<file path="config.mk">
export PLATFORM = sky130hd
export DESIGN_NAME = tmr_reg6_scrub_flat
export DESIGN_NICKNAME = d
export VERILOG_FILES = /design/src/rtl/tmr_reg6_scrub_pkg.sv /design/src/rtl/tmr_reg6_scrub_if.sv /design/src/rtl/voter6bit.sv /design/src/rtl/tmr_reg6_scrub.sv /design/src/flat_wrapper.sv
export SDC_FILE = /design/constraint.sdc
export NUM_CORES = 1
export LEC_CHECK = 0
export ABC_AREA = 1
export CAP_MARGIN = 30
export CORE_MARGIN = 2
export CORE_UTILIZATION = 50
export DETAILED_ROUTE_END_ITERATION = 16
export GPL_ROUTABILITY_DRIVEN = 0
export PLACE_DENSITY = 0.8
export SETUP_SLACK_MARGIN = 0.4
export SYNTH_ARGS = -nofsm -noshare
export SYNTH_HDL_FRONTEND = slang
export SYNTH_SLANG_ARGS = --single-unit
</file>
<file path="constraint.sdc">
create_clock -name clk -period 1.5 [get_ports clk]
set_input_delay 0.225 -clock clk [delete_from_list [all_inputs] [get_ports clk]]
set_output_delay 0.225 -clock clk [all_outputs]
set_load 0.1 [all_outputs]
</file>
<file path="src/rtl/tmr_reg6_scrub_pkg.sv">
// Shared constants for the triplicated PLL setting register and its voter.
package tmr_reg6_scrub_pkg;

  localparam int unsigned TMR_W = 6;

  localparam logic [1:0] COPY_A    = 2'd0;
  localparam logic [1:0] COPY_B    = 2'd1;
  localparam logic [1:0] COPY_C    = 2'd2;
  localparam logic [1:0] COPY_NONE = 2'd3;

  localparam int unsigned DEFAULT_SCRUB_PERIOD = 16;

endpackage

</file>
<file path="src/rtl/tmr_reg6_scrub_if.sv">
// Write, injection and status bundle between the config path and the TMR register.
interface tmr_reg6_scrub_if
  import tmr_reg6_scrub_pkg::*;
#(
  parameter int unsigned CNT_W = 8
);

  logic             wr_en;
  logic [TMR_W-1:0] wr_data;
  logic             inj_en;
  logic [1:0]       inj_sel;
  logic [TMR_W-1:0] inj_mask;
  logic             err_clr;
  logic [TMR_W-1:0] q_a;
  logic [TMR_W-1:0] q_b;
  logic [TMR_W-1:0] q_c;
  logic [TMR_W-1:0] q_voted;
  logic             mismatch;
  logic [CNT_W-1:0] err_cnt;
  logic             scrub_pulse;

  modport master (
    output wr_en, wr_data, inj_en, inj_sel, inj_mask, err_clr,
    input  q_a, q_b, q_c, q_voted, mismatch, err_cnt, scrub_pulse
  );

  modport slave (
    input  wr_en, wr_data, inj_en, inj_sel, inj_mask, err_clr,
    output q_a, q_b, q_c, q_voted, mismatch, err_cnt, scrub_pulse
  );

endinterface

</file>
<file path="src/rtl/voter6bit.sv">
// Bitwise 2-of-3 majority voter, same function as the downstream PLL voter.
module voter6bit
  import tmr_reg6_scrub_pkg::*;
(
  input  logic [TMR_W-1:0] a,
  input  logic [TMR_W-1:0] b,
  input  logic [TMR_W-1:0] c,
  output logic [TMR_W-1:0] y
);

  assign y = (a & b) | (a & c) | (b & c);

endmodule

</file>
<file path="src/rtl/tmr_reg6_scrub.sv">
// Triplicated 6-bit setting register with periodic majority scrub, upset counter
// and a test-only single-copy upset injector.
module tmr_reg6_scrub
  import tmr_reg6_scrub_pkg::*;
#(
  parameter logic [TMR_W-1:0] RESET_VAL    = '0,
  parameter int unsigned      SCRUB_PERIOD = DEFAULT_SCRUB_PERIOD,
  // Must match the CNT_W of the connected interface.
  parameter int unsigned      CNT_W        = 8
) (
  input logic             clk,
  input logic             rst,
  tmr_reg6_scrub_if.slave bus
);

  localparam int unsigned      SCNT_W    = (SCRUB_PERIOD > 1) ? $clog2(SCRUB_PERIOD) : 1;
  localparam logic [SCNT_W-1:0] SCNT_LAST = SCNT_W'(SCRUB_PERIOD - 1);
  localparam logic [CNT_W-1:0]  ERR_MAX   = '1;

  logic [SCNT_W-1:0] scnt_q;
  logic [TMR_W-1:0]  a_q, b_q, c_q;
  logic [TMR_W-1:0]  voted;
  logic [CNT_W-1:0]  err_q;
  logic              pulse_q;
  logic              tick;
  logic              mismatch;

  voter6bit u_voter (
    .a (a_q),
    .b (b_q),
    .c (c_q),
    .y (voted)
  );

  assign tick     = (scnt_q == SCNT_LAST);
  assign mismatch = (a_q != voted) | (b_q != voted) | (c_q != voted);

  always_ff @(posedge clk) begin
    if (rst) begin
      scnt_q  <= '0;
      a_q     <= RESET_VAL;
      b_q     <= RESET_VAL;
      c_q     <= RESET_VAL;
      err_q   <= '0;
      pulse_q <= 1'b0;
    end else begin
      scnt_q  <= tick ? '0 : scnt_q + 1'b1;
      pulse_q <= 1'b0;
      if (bus.wr_en) begin
        a_q <= bus.wr_data;
        b_q <= bus.wr_data;
        c_q <= bus.wr_data;
      end else if (bus.inj_en && (bus.inj_sel != COPY_NONE)) begin
        // Injection pre-empts the scrub so an upset survives a coincident tick.
        case (bus.inj_sel)
          COPY_A:  a_q <= a_q ^ bus.inj_mask;
          COPY_B:  b_q <= b_q ^ bus.inj_mask;
          COPY_C:  c_q <= c_q ^ bus.inj_mask;
          default: ;
        endcase
      end else if (tick) begin
        a_q     <= voted;
        b_q     <= voted;
        c_q     <= voted;
        pulse_q <= 1'b1;
        if (mismatch && (err_q != ERR_MAX)) begin
          err_q <= err_q + 1'b1;
        end
      end
      if (bus.err_clr) begin
        err_q <= '0;
      end
    end
  end

  assign bus.q_a         = a_q;
  assign bus.q_b         = b_q;
  assign bus.q_c         = c_q;
  assign bus.q_voted     = voted;
  assign bus.mismatch    = mismatch;
  assign bus.err_cnt     = err_q;
  assign bus.scrub_pulse = pulse_q;

endmodule

</file>
<file path="src/flat_wrapper.sv">
// flat-port wrapper written by rule: the top's interface ports become plain ports
module tmr_reg6_scrub_flat import tmr_reg6_scrub_pkg::*;
#(
  parameter logic [TMR_W-1:0] RESET_VAL    = '0,
  parameter int unsigned      SCRUB_PERIOD = DEFAULT_SCRUB_PERIOD,
                                                     
  parameter int unsigned      CNT_W        = 8
)
  (clk, rst, bus_wr_en, bus_wr_data, bus_inj_en, bus_inj_sel, bus_inj_mask, bus_err_clr, bus_q_a, bus_q_b, bus_q_c, bus_q_voted, bus_mismatch, bus_err_cnt, bus_scrub_pulse);
  tmr_reg6_scrub_if #(.CNT_W(CNT_W)) bus_i ();
  input logic clk;
  input logic rst;
  input wire logic [$bits(bus_i.wr_en)-1:0] bus_wr_en;
  input wire logic [$bits(bus_i.wr_data)-1:0] bus_wr_data;
  input wire logic [$bits(bus_i.inj_en)-1:0] bus_inj_en;
  input wire logic [$bits(bus_i.inj_sel)-1:0] bus_inj_sel;
  input wire logic [$bits(bus_i.inj_mask)-1:0] bus_inj_mask;
  input wire logic [$bits(bus_i.err_clr)-1:0] bus_err_clr;
  output wire logic [$bits(bus_i.q_a)-1:0] bus_q_a;
  output wire logic [$bits(bus_i.q_b)-1:0] bus_q_b;
  output wire logic [$bits(bus_i.q_c)-1:0] bus_q_c;
  output wire logic [$bits(bus_i.q_voted)-1:0] bus_q_voted;
  output wire logic [$bits(bus_i.mismatch)-1:0] bus_mismatch;
  output wire logic [$bits(bus_i.err_cnt)-1:0] bus_err_cnt;
  output wire logic [$bits(bus_i.scrub_pulse)-1:0] bus_scrub_pulse;
  assign bus_i.wr_en = bus_wr_en;
  assign bus_i.wr_data = bus_wr_data;
  assign bus_i.inj_en = bus_inj_en;
  assign bus_i.inj_sel = bus_inj_sel;
  assign bus_i.inj_mask = bus_inj_mask;
  assign bus_i.err_clr = bus_err_clr;
  assign bus_q_a = bus_i.q_a;
  assign bus_q_b = bus_i.q_b;
  assign bus_q_c = bus_i.q_c;
  assign bus_q_voted = bus_i.q_voted;
  assign bus_mismatch = bus_i.mismatch;
  assign bus_err_cnt = bus_i.err_cnt;
  assign bus_scrub_pulse = bus_i.scrub_pulse;
  tmr_reg6_scrub #(.RESET_VAL(RESET_VAL), .SCRUB_PERIOD(SCRUB_PERIOD), .CNT_W(CNT_W)) u_core (.clk(clk), .rst(rst), .bus(bus_i));
endmodule
</file>
==> results of run 1 <==
cells in the mapped netlist, drive strengths merged:
master	n	area, µm²
a211oi	13	97.59
a21oi	28	151.4
buf	10	75.06
clkbuf	4	25.02
clkinv	3	11.26
dfxtp	31	620.6
ha	2	25.02
inv	45	168.9
nand2	80	307.8
nand3	32	180.2
nand4	7	43.79
nor2	30	141.4
nor3	27	140.1
o21ai	9	45.04
or2	1	6.260
xnor2	2	17.52
xor2	18	157.7
logic make-up after synthesis:
family          after synthesis  synth area share (%)
flops                        31                 28.02
fa+ha+maj                     2                 1.130
buf+inv                      62                 12.65
simple gates                177                 37.01
compound gates               50                 13.28
xor+xnor                     20                 7.910
stage by stage:
| stage | cell area, µm² | util [%] | setup slack [ns] |
|---|---|---|---|
| after detailed placement | 3691 | 85.36 | -0.4018 |
| after floorplan | 2559 | - | -0.3715 |
| after global placement | 3691 | 85.36 | -0.3295 |
==> metrics, run 1 <==
total of cells resized after clock tree synthesis between 100 and 150; Die X approximately 70 µm; maximum buffer depth of the clock tree 2; DIE HEIGHT approximately 70 µm; Post-Synthesis Net Count approximately 360; Sink Count 31; last stage reached clock tree synthesis; hold-fix buffer count after cts 0; register area share after synthesis around 28%; Cells after DPL ~480; average instance area after synthesis around 6.5 µm²; status aborted with a tool error; Synth Register Bits 31; Cell variety after synth 29; CTS H-Tree Depth 2; starting density of the core a little over 50%; count of pins on the block boundary between 50 and 60; Post-DP HPWL ~5200 µm; clock buffer count from CTS 5; YS warnings 0; buffers inserted by post-CTS timing repair 26; post-synthesis cell area around 0.0022 mm²; count of input and output buffers 52; row cnt 24; CTS root buffer clkbuf_8; synthesized netlist cell count 342; Halt Reason [ERROR DPL-0038] Utilization greater than 100%, impossible to legalize
==> run 2, diff against run 1 <==
Settings changed: CORE_UTILIZATION 50 to 40, PLACE_DENSITY 0.8 to default, PLACE_DENSITY_LB_ADDON from default to 0.15, SETUP_SLACK_MARGIN 0.4 to default.
==> metrics, run 2 <==
normalized max-slew margin between 80% and 90%; number of synthesized flops with an enable pin 0; total of endpoints with negative setup slack in the final report 9; count of input and output buffers 52; cell depth of the worst min-delay path 2; timing-limited maximum frequency roughly 560 MHz; starting density of the core roughly two fifths; clock slew at the register clock pins of the worst setup and hold paths 0.08 ns; DRT Wirelength around 7400 µm; Cell variety after synth 29; status finished with violations; count of pins on the block boundary 53; worst reg2reg path depth 13; Worst Setup Path Type reg -> out; mux cell area share after synthesis 0%; wire length on met2 3625 µm; Cells after DPL a little over 500; crit path cell chain nand2_2 -> a21oi_1 -> nor2_1 -> nand2_1 -> nor2_2 -> nand3_2 -> buf_6 -> buf_12; transition time of the tightest slew-check pin 0.2577 ns; commonest cells after routing, fill and taps aside nand2_1 (64), buf_4 (57), buf_12 (34); CTS root buffer clkbuf_8; leading cell types by count after synthesis nand2_1 (77), inv_1 (36), dfxtp_1 (31), nand3_1 (28), a21oi_1 (27); area occupied by registers about 710 µm²; Sink Count 31; Fin. Hold Viols 0; DIE HEIGHT 78.41 µm; leading cell types by total area after synthesis dfxtp_1 (28%), nand2_1 (13%), xor2_1 (7.1%), nand3_1 (6.3%), a21oi_1 (6.1%); basic-gate share of the synthesized area counting and, or, nand and nor cells a little under two fifths; met3 layer wire length in the routed design 433 µm; number of flip-flops in the largest register 8; minimum setup slack in the final design -0.2778 ns; clock tree skew after final layout approximately 0.0094 ns; Routed Antenna Nets 0; global-route wire length before repair ~12000 µm; dominant combinational cell family by area after synthesis simple AND/OR/NAND/NOR gates; Met1 Routed Length roughly 3200 µm; xor/xnor share of the synthesized area between 7 and 8%; Via-to-Cell Ratio 5.162; area enclosed by the die boundary 0.006148 mm²; Stages on worst setup path 8; iteration count of the initial detailed-routing pass 5; area used by multi-input combinational logic between 0.0015 and 0.002 mm²; placeable core region ~0.0054 mm²; commonest non-fill, non-tap cell in the layout nand2_1; Final Instance Count excl. Fillers 530; post-synthesis cell area between 0.002 and 0.0025 mm²; Worst path max stage delay around 0.37 ns; register area share after synthesis between 20 and 30%; clock buffer count from CTS 5; per-cell routed wire length around 14 µm; clock latency of the later-clocked register in the worst-skew pair 0.29 ns; synthesized netlist cell count ~340; power density over cell area 828.4 mW/mm²; dominant delay contributor by cell family on the critical path simple AND/OR/NAND/NOR gates; Post-DP HPWL around 5000 µm; final period demand of the worst path ~1.8 ns; number of inserted diodes 0; period utilisation layout 118.5%; highest metal layer with signal wires met4; maximum buffer depth of the clock tree 2; total DRC errors in the routed layout 0; post-synthesis share of cell area spent on full adders, half adders and majority gates about 1.1%; setup repair after global routing missed its margin true; primary flip-flop cell chosen by synthesis mapping dfxtp_1; largest area contributor in the synthesized netlist dfxtp_1; share of layout cells above drive strength 1 46.72%; Post-Route Setup TNS -1.062 ns; portion of synthesized cell area occupied by the leading cell type 28.02%; P_leak between 1.5 and 2 nW; GRT Total Usage roughly a quarter; Vias approximately 2700; total of max-cap violations 0; startpoint types flop; number of antenna violations at the first check in global routing 0; final cell utilization of the core about three quarters; setup slack, reg-to-reg -0.15 ns; worst-path fanout max 4; total of fill cells in the finished design between 300 and 400; average instance area after synthesis between 6 and 7 µm²; NumNets Final ~480; overall overflow remaining after global route 0; worst-case vdd ir drop between 0.5 and 0.6 mV; clock tree from TritonCTS yes; Worst EP required between 1 and 1.5 ns; Placed Instance Area 0.003696 mm²; violations in the final reports setup timing; share of the synthesized area in compound gates (AO/OA/AOI/OAI) a little over an eighth; hold-fix buffer count after cts 0; type of destination of the critical path output port; starting DRC count in detailed routing 199; slowest stage cell, crit path dfxtp_4; crit path DAT 1.55 ns; YS warnings 0; buffering stage count on the worst path with inverters included 2; row cnt 27; number of global-route vias before repair 2553; async set or reset register ratio after synthesis 0%; CTS H-Tree Depth 2; class of the most critical hold timing path reg -> reg; Overall Power approximately 3.5 mW; Post-Synthesis Net Count 363; Syn-to-layout area delta 88.31%; finished layout cell area roughly 0.0042 mm²; count leader, synth nand2_1; largest net degree at the start of global routing 21; Synth Register Bits 31; Die X 78.41 µm; number of max-slew violations in the final report 0
==> run 2: cell counts after synthesis <==
No cell type changed its count.
==> run 2: area by class of cell <==
class	instances	area share, %
clock inverter	1	0.1200
inverter	48	4.800
multi-input combinational	249	38.52
timing repair buffer	122	34.83
clock buffer	7	2.580
sequential	31	16.98
tap	72	2.160
==> run 2: final timing paths <==
path                                              end         startpoint
worst min register to register       u_core.scnt_q[3]   u_core.scnt_q[3]
worst max register to register  u_core.bus.err_cnt[3]  u_core.bus.q_a[5]
worst max-delay path                     bus_mismatch  u_core.bus.q_a[5]
worst min-delay path                 u_core.scnt_q[3]   u_core.scnt_q[3]
==> run 2: cell families (layout without fill, tap and decap cells) <==
family,count (synthesis),count (layout)
buffers and inverters,62,178
AOI/OAI and AO/OA,50,50
adders and majority gates,2,2
xor gates and xnor gates,20,20
DFF,31,31
and+or+nand+nor,177,177
==> run 2: tightest hold or removal path, cell delays in order, from the launching register on <==
cell and delay, ns:
dfxtp_1 0.35, nand2_1 0.07, a21oi_1 0.06
==> run 2: per-stage QoR <==
| step | worst slack, ns | hold WS, ns |
|---|---|---|
| 2_1_floorplan | -0.3728 | 0.4117 |
| 3_5_place_dp | -0.3473 | 0.4790 |
| 3_3_place_gp | -0.2812 | 0.4675 |
| 6_report | -0.2778 | 0.5221 |
| 5_1_grt | -0.3747 | 0.5311 |
| 4_1_cts | -0.2651 | 0.5005 |
==> run 2: power by group <==
part | switching (mW) | leakage [nW] | internal [mW]
clock network | 0.351 | 0.0594 | 0.471
registers | 0.0857 | 0.271 | 0.873
logic | 0.999 | 1.48 | 0.676
total | 1.44 | 1.81 | 2.02
==> run 2: repair_timing <==
item | CTS | global route
gates cloned | 1 | 1
pin swaps | 8 | 9
setup buffers | 12 | 4
gates resized for setup | 39 | 23
endpoints found under the hold margin | 0 | 0
setup endpoints to repair | 14 | 31
==> run 2: layer usage <==
| layer | vias to the layer above | global-route usage [%] |
|---|---|---|
| li1 | 1352 | - |
| met1 | 1264 | 30.41 |
| met2 | 106 | 40.09 |
| met3 | 14 | 4.598 |
| met4 | 0 | 7.018 |
| met5 | - | 0 |
No activity file was read; power rests on OpenSTA's default activity.
